[src/rtl/state_dump_module.sv]
// state_dump_module
// Read-back companion of the initial-contents loader. On a rising edge of
// i_start it sweeps the register file, then the BHT, then the BTB. Every entry
// is streamed out as one tagged beat over a valid/ready interface.
//
// Ports:
//   i_clk            system clock, rising edge
//   i_rst            asynchronous active-low reset
//   i_start          dump request level; only its rising edge is acted on
//   i_reg_rdata      register-file read data for o_dump_reg_addr (combinational)
//   i_bht_rdata      BHT read data for o_dump_bht_addr (combinational)
//   i_btb_rdata      BTB read data for o_dump_btb_addr (combinational)
//   o_dump_reg_addr  register-file read address (idx while sweeping REG, else 0)
//   o_dump_bht_addr  BHT read address (idx while sweeping BHT, else 0)
//   o_dump_btb_addr  BTB read address (idx while sweeping BTB, else 0)
//   o_out_valid      o_out_data holds a beat
//   i_out_ready      sink accepts the beat when valid & ready at a rising edge
//   o_out_data       beat {sel[1:0], index[7:0], payload[39:0]}
//   o_busy           sweep in progress
//   o_done           sweep complete, held until i_start is seen low
module state_dump_module #(
  parameter int unsigned REG_DEPTH = 32,
  parameter int unsigned BHT_DEPTH = 256,
  parameter int unsigned BTB_DEPTH = 256,
  parameter int unsigned REG_W     = 32,
  parameter int unsigned BHT_W     = 2,
  parameter int unsigned BTB_W     = 40,
  localparam int unsigned REG_AW   = $clog2(REG_DEPTH),
  localparam int unsigned BHT_AW   = $clog2(BHT_DEPTH),
  localparam int unsigned BTB_AW   = $clog2(BTB_DEPTH)
) (
  input  logic              i_clk,
  input  logic              i_rst,
  input  logic              i_start,
  input  logic [REG_W-1:0]  i_reg_rdata,
  input  logic [BHT_W-1:0]  i_bht_rdata,
  input  logic [BTB_W-1:0]  i_btb_rdata,
  output logic [REG_AW-1:0] o_dump_reg_addr,
  output logic [BHT_AW-1:0] o_dump_bht_addr,
  output logic [BTB_AW-1:0] o_dump_btb_addr,
  output logic              o_out_valid,
  input  logic              i_out_ready,
  output logic [49:0]       o_out_data,
  output logic              o_busy,
  output logic              o_done
);

  localparam int unsigned IdxW     = 8;
  localparam int unsigned PayloadW = 40;

  typedef enum logic [2:0] {
    StIdle,
    StReg,
    StBht,
    StBtb,
    StDrain,
    StDone
  } state_e;

  state_e              r_state;
  logic [IdxW-1:0]     r_idx;
  logic                r_start_q;
  logic                r_out_valid;
  logic [49:0]         r_out_data;
  logic                r_busy;
  logic                r_done;

  logic                w_start_edge;
  logic                w_load;
  logic                w_last;
  logic [1:0]          w_sel;
  logic [PayloadW-1:0] w_payload;
  state_e              w_next_section;

  assign w_start_edge = i_start & ~r_start_q;
  // The output register may be refilled when empty or when its beat is being taken.
  assign w_load       = ~r_out_valid | i_out_ready;

  // Per-section beat contents and end-of-section detection.
  always_comb begin
    w_payload      = '0;
    w_sel          = 2'b00;
    w_last         = 1'b0;
    w_next_section = r_state;
    case (r_state)
      StReg: begin
        w_payload[REG_W-1:0] = i_reg_rdata;
        w_sel                = 2'b00;
        w_last               = (r_idx == IdxW'(REG_DEPTH - 1));
        w_next_section       = StBht;
      end
      StBht: begin
        w_payload[BHT_W-1:0] = i_bht_rdata;
        w_sel                = 2'b01;
        w_last               = (r_idx == IdxW'(BHT_DEPTH - 1));
        w_next_section       = StBtb;
      end
      StBtb: begin
        w_payload[BTB_W-1:0] = i_btb_rdata;
        w_sel                = 2'b10;
        w_last               = (r_idx == IdxW'(BTB_DEPTH - 1));
        w_next_section       = StDrain;
      end
      default: ;
    endcase
  end

  // Addresses are combinational so the read data matches idx at the load edge.
  assign o_dump_reg_addr = (r_state == StReg) ? r_idx[REG_AW-1:0] : '0;
  assign o_dump_bht_addr = (r_state == StBht) ? r_idx[BHT_AW-1:0] : '0;
  assign o_dump_btb_addr = (r_state == StBtb) ? r_idx[BTB_AW-1:0] : '0;

  always_ff @(posedge i_clk or negedge i_rst) begin
    if (!i_rst) begin
      r_state     <= StIdle;
      r_idx       <= '0;
      r_start_q   <= 1'b0;
      r_out_valid <= 1'b0;
      r_out_data  <= '0;
      r_busy      <= 1'b0;
      r_done      <= 1'b0;
    end else begin
      r_start_q <= i_start;
      case (r_state)
        StIdle: begin
          if (w_start_edge) begin
            r_state <= StReg;
            r_idx   <= '0;
            r_busy  <= 1'b1;
          end
        end
        StReg, StBht, StBtb: begin
          if (w_load) begin
            r_out_data  <= {w_sel, r_idx, w_payload};
            r_out_valid <= 1'b1;
            if (w_last) begin
              r_idx   <= '0;
              r_state <= w_next_section;
            end else begin
              r_idx <= r_idx + IdxW'(1);
            end
          end
        end
        StDrain: begin
          if (r_out_valid && i_out_ready) begin
            r_out_valid <= 1'b0;
            r_state     <= StDone;
            r_busy      <= 1'b0;
            r_done      <= 1'b1;
          end
        end
        StDone: begin
          // Level low is required before another edge can start a new sweep.
          if (!i_start) begin
            r_state <= StIdle;
            r_done  <= 1'b0;
          end
        end
        default: r_state <= StIdle;
      endcase
    end
  end

  assign o_out_valid = r_out_valid;
  assign o_out_data  = r_out_data;
  assign o_busy      = r_busy;
  assign o_done      = r_done;

endmodule

[config.mk]
export PLATFORM = sky130hd
export DESIGN_NAME = state_dump_module
export DESIGN_NICKNAME = d
export VERILOG_FILES = /design/src/rtl/state_dump_module.sv
export SDC_FILE = /design/constraint.sdc
export NUM_CORES = 1
export LEC_CHECK = 0
export BUFFER_PORTS_ARGS = -buffer_cell sky130_fd_sc_hd__buf_2
export CAP_MARGIN = 20
export CORE_ASPECT_RATIO = 0.6
export CORE_MARGIN = 1
export CORE_UTILIZATION = 46
export DETAILED_ROUTE_END_ITERATION = 16
export PLACE_DENSITY_LB_ADDON = 0.08
export SLEW_MARGIN = 20
export SYNTH_ARGS = -nofsm -noshare
export SYNTH_HDL_FRONTEND = slang
export SYNTH_SLANG_ARGS = --single-unit
[constraint.sdc]
create_clock -name i_clk -period 2.2 [get_ports i_clk]
set_clock_uncertainty 0.05 [all_clocks]
set_input_delay 0.22 -clock i_clk [delete_from_list [all_inputs] [get_ports i_clk]]
set_output_delay 0.22 -clock i_clk [all_outputs]
set_load 0.03 [all_outputs]
-- Word-level counts from Yosys, hierarchy flattened
Index checks and enable logic that the tools add are counted.
- divide/modulo/power cells: 0
- shift operators: 0
- $add $sub $neg: 1
- eq/ne operators: 13
- reduce and logical (&&, ||, !) cells: 14
- $mul: 0
- bitwise operators: 4
- magnitude comparators: 0
- muxes and demuxes: 27
- operator list (cell ; number):
    30-bit case mux with 2 select lines ; 1
    8-bit two-way mux ; 6
    8-bit case mux with 2 select lines ; 1
    3-bit two-way mux ; 5
    3-bit case mux with 4 select lines ; 1
    3-bit AND reduction ; 4
    2-bit != test (second input constant) ; 5
    3-bit case mux with 3 select lines ; 1
    8-bit by 1-bit adder with 8-bit output (second input constant) ; 1
    8-bit by 5-bit == test with 1-bit output (second input constant) ; 1
    8-bit == test (second input constant) ; 1
    1-bit case mux with 2 select lines ; 4
    2-bit nonzero test ; 4
    3-bit by 2-bit == test with 1-bit output (second input constant) ; 2
    3-bit == test (second input constant) ; 2
    2-bit case mux with 3 select lines ; 1
    6-bit AND reduction ; 1
    1-bit two-way mux ; 5
    5-bit two-way mux ; 1
    4-bit != test (second input constant) ; 1
    2-bit case mux with 2 select lines ; 1
    3-bit by 1-bit == test with 1-bit output (second input constant) ; 1
    3-bit zero test ; 1
    3-bit OR reduction ; 1
    other kinds (6) ; 7
- memories: 0
- bits in read-only memories: 0
- bits in latches: 0
- bits in registers: 65
- RAM bits: 0

-- Depth between registers and ports, before layout
- depth in word-level cells: 6
- mapped depth: 7
- mapped depth without buffers: 5

-- Worst setup path before layout
Ideal clock, no wire load.
- path type: register -> register
- from: register r_idx[0]
- to: register r_state[0]
- clock period less this slack: 1801 ps
- stages on the path, launching flop included: 6
- arrival time: 1624 ps
- slack: 399 ps
- setup time: 128 ps
- path through: dfrtp_1 -> ha_1 -> and3_1 -> o211ai_2 -> a222oi_1 -> mux2_1
- cells in the longest elaborated chain, start to end: 4
- elaborated cells between the ends (all ways): 5
- classes of those cells: 3 x eq/ne; 1 x mux; 1 x reduce/logical
- RTL lines (element ; line ; source):
    start: declaration ; 61 ; logic [IdxW-1:0] r_idx;
    start signal: assignment ; 140 ; r_idx <= r_idx + IdxW'(1);
    8-bit == test / 8-bit by 5-bit == test with 1-bit output (equally long branches) ; 95, 101, 89 ;
    1-bit case mux with 2 select lines (*) ; 85 ; case (r_state)
    2-bit != test (no line) (*) ; - ;
    6-bit AND reduction (no line) (*) ; - ;
    end signal: assignment ; 115 ; r_state <= StIdle;
    end signal: assignment ; 127 ; r_state <= StReg;
    end signal: assignment ; 138 ; r_state <= w_next_section;
    end: declaration ; 60 ; state_e r_state;
Every way passes the cells marked *; elsewhere a longest branch is shown, timed or not.
A chain may end at the register's enable or synchronous reset.

-- Worst setup path after layout
- from: register r_state[2]
- to: output port o_dump_bht_addr[6]
- cells in the longest elaborated chain, start to end: 2
- RTL lines (element ; line ; source):
    3-bit by 2-bit == test with 1-bit output ; 110 ; assign o_dump_bht_addr = (r_state == StBht) ? r_idx[BHT_AW-1:0] : '0;
    8-bit two-way mux ; 110 ;
    end: declaration ; 39 ; output logic [BHT_AW-1:0] o_dump_bht_addr,
Every way passes these cells.

==> reports/qor.txt <==
Required @ worst endpoint: 1.93 ns
Clock Latency Late Sink: 0.35 ns
Share of cells above drive strength 1: 40.8%
Die footprint: 7090 um^2
Class of the most critical setup path: flip-flop to primary output
Die H: 65.6 um
Post-Syn Nets: 400
Mean Syn Cell Area: 9.66 um^2
FMAX: 480 MHz
H-tree Lvls: 3
Register area: 1630 um^2
Synth top area share: 52.4%
Dominant cells by area after synthesis: dfrtp_1 52%, a221oi_1 8.5%, nor2_1 7.7%
Row cnt: 22
Overflow after GRT: 0
Hold Fails Final Rpt: 0
Num ports: 152
Leakage: 2.22 nW
Routed vias/inst: 5.47
Hold WS: 0.0353 ns
Power Density: 1620 nW/um^2
CTS buffer count: 9
First-pass GRT wire length: 13700 um
Routability Congestion: 0.880
Post-synthesis sequential area ratio: 52.4%
Most frequent cells in the layout: 151 x buf_2, 63 x nor2_1, 62 x dfrtp_1
CP Capture Type: primary output
CP max FO: 11
Die width: 108 um
Finished Layout Cells: 567
Antenna viol nets, final: 0
Syn Inst Count: 321
CTS Sinks: 65
Post-synth EDFFs: 0
Slew headroom: 62.8%
Placed cells: 545
Reg2reg path depth: 5
Ys flop type: dfrtp_1
Beginning of the worst hold path: i_btb_rdata[37]
Async set-reset flop share out of synthesis: 100%
Final period util: 94.7%
Cell area after synthesis: 3100 um^2
First drt pass iteration count: 4
Detailed Place HPWL: 6340 um
Arrival @ worst endpoint: 1.81 ns
Fill count: 525
CTS tree: done
Hold depth: 2
Routed len/inst: 15.6 um
Vias in the first global route: 2803
CP startpoint kind: flip-flop
Max VDD drop: 0.819 mV
Synth cell types: 42
Status: complete, no violations
Register bit total from synthesis: 65
Clock root buffer: clkbuf_8
Synth warnings: 0
Final nets: 557
Endpoints failing setup: 0
Dpl cell area: 3960 um^2
Via count: 3102
Routed wire length: 8860 um
Largest net degree at the start of global routing: 36
Largest area contributor in the netlist: dfrtp_1
DRT iter0 DRCs: 183
Setup TNS Final: 0 ns
Port Buffers: 151
Hold path endpoint: o_out_data[37]
Initial antenna violation count: 0
Area of the core: 6300 um^2
FF-to-FF End: r_state[0]
Multi-input gate area: 1350 um^2
Setup slack, reg-to-reg: 0.20 ns
Commonest non-fill, non-tap cell in the layout: buf_2
Drc violations: 0
Area grow syn2layout: 37.4%
RR Startpoint: r_idx[0]
Number of max-cap violations: 0
Total GRT Usage: 25.6%
Worst Max-Slew Pin Slew: 0.558 ns
CTS Buffer Depth: 2
Initial Util: 49.2%
Util after Layout: 67.6%
Clock slew at reported path FFs: 0.07 ns
Final Cell Area: 4260 um^2
Hold WC Path Type: input port to flip-flop
Pins Over Slew Limit: 0
Fin crit period: 2.08 ns
Ant. Diodes: 0
worst max-delay path by stage:
stage                    start            endpoint  slack, ns  cells after the start
floorplan             r_idx[0]          r_state[0]       0.40                      5
global placement    r_state[1]      o_out_data[21]       0.14                      4
detailed placement  r_state[1]      o_out_data[23]       0.07                      4
CTS                 r_state[1]  o_dump_bht_addr[1]       0.08                      6
global route        r_state[2]  o_dump_bht_addr[2]      -0.03                      6
finish              r_state[2]  o_dump_bht_addr[6]       0.12                      6
area by class of cell:
cell class | count | share of cell area (%)
clock buffers | 11 | 3.32
well taps | 84 | 2.47
clock inverters | 5 | 2.41
inverters | 4 | 0.352
flip-flops and latches | 65 | 38.3
repair buffers | 170 | 21.5
multi-input cells | 228 | 31.7
kinds of logic (layout without fill, tap and decap cells):
| logic type | after synthesis | after routing | share of synthesized area (%) |
|---|---|---|---|
| multiplexers | 3 | 3 | 1.09 |
| AO/OA/AOI/OAI | 77 | 77 | 19.6 |
| AND/OR/NAND/NOR | 147 | 147 | 22.1 |
| adder cells (fa/ha/maj) | 1 | 1 | 0.403 |
| flip-flops | 65 | 65 | 52.4 |
| buffers and inverters | 28 | 190 | 4.44 |
metrics by stage:
step	worst slack (ns)	power (mW)
6_report	0.117	6.92
5_1_grt	-0.0287	7.40
4_1_cts	0.0798	6.88
3_5_place_dp	0.0698	5.62
3_3_place_gp	0.135	5.53
2_1_floorplan	0.399	4.56
power breakdown:
group	internal, mW	leakage [nW]	switching, mW
logic	1.19	1.30	2.36
registers	1.71	0.797	0.409
clock network	0.782	0.120	0.464
critical path, stage by stage (launching register included):
cell and delay, ns:
dfrtp_2 0.47, nor2b_1 0.19, buf_4 0.19, nor2b_1 0.13, buf_4 0.16, and2_1 0.14, buf_2 0.19
state kept, by name, indices dropped and copies added, names as in the netlist:
| register | cells |
|---|---|
| r_idx | 8 |
| r_state | 3 |
| o_out_valid | 1 |
| o_busy | 1 |
| o_out_data | 50 |
| o_done | 1 |
| r_start_q | 1 |
cells in the mapped netlist (2+ instances only):
cell type,count
a31oi_1,3
and2_1,14
nand4_1,2
clkbuf_1,7
dfrtp_1,65
nand3_1,5
o21ai_0,14
nand2b_1,2
mux2_2,2
buf_4,2
a221oi_1,30
a22o_1,12
o31ai_1,2
nor2b_1,6
and3_1,10
inv_1,4
nor2_1,64
o22ai_1,2
nand2_1,37
buf_2,14
a22oi_1,3
metal layers:
layer | track usage, % | part of all wire (%) | vias to the layer above
li1 | - | - | 1466
met1 | 34.9 | 46 | 1482
met2 | 38.2 | 44 | 138
met3 | 9.52 | 8.3 | 16
met4 | 7.19 | 1.4 | 0
met5 | 0 | 0 | -
repair_timing:
item                       4_1_cts  5_1_grt
hold endpoints to repair        16        0
setup endpoints to repair        6        9
hold buffers                     2        0
gates resized for setup          2        1
buffers inserted                 0        4
(Power assumes the default switching activity.)
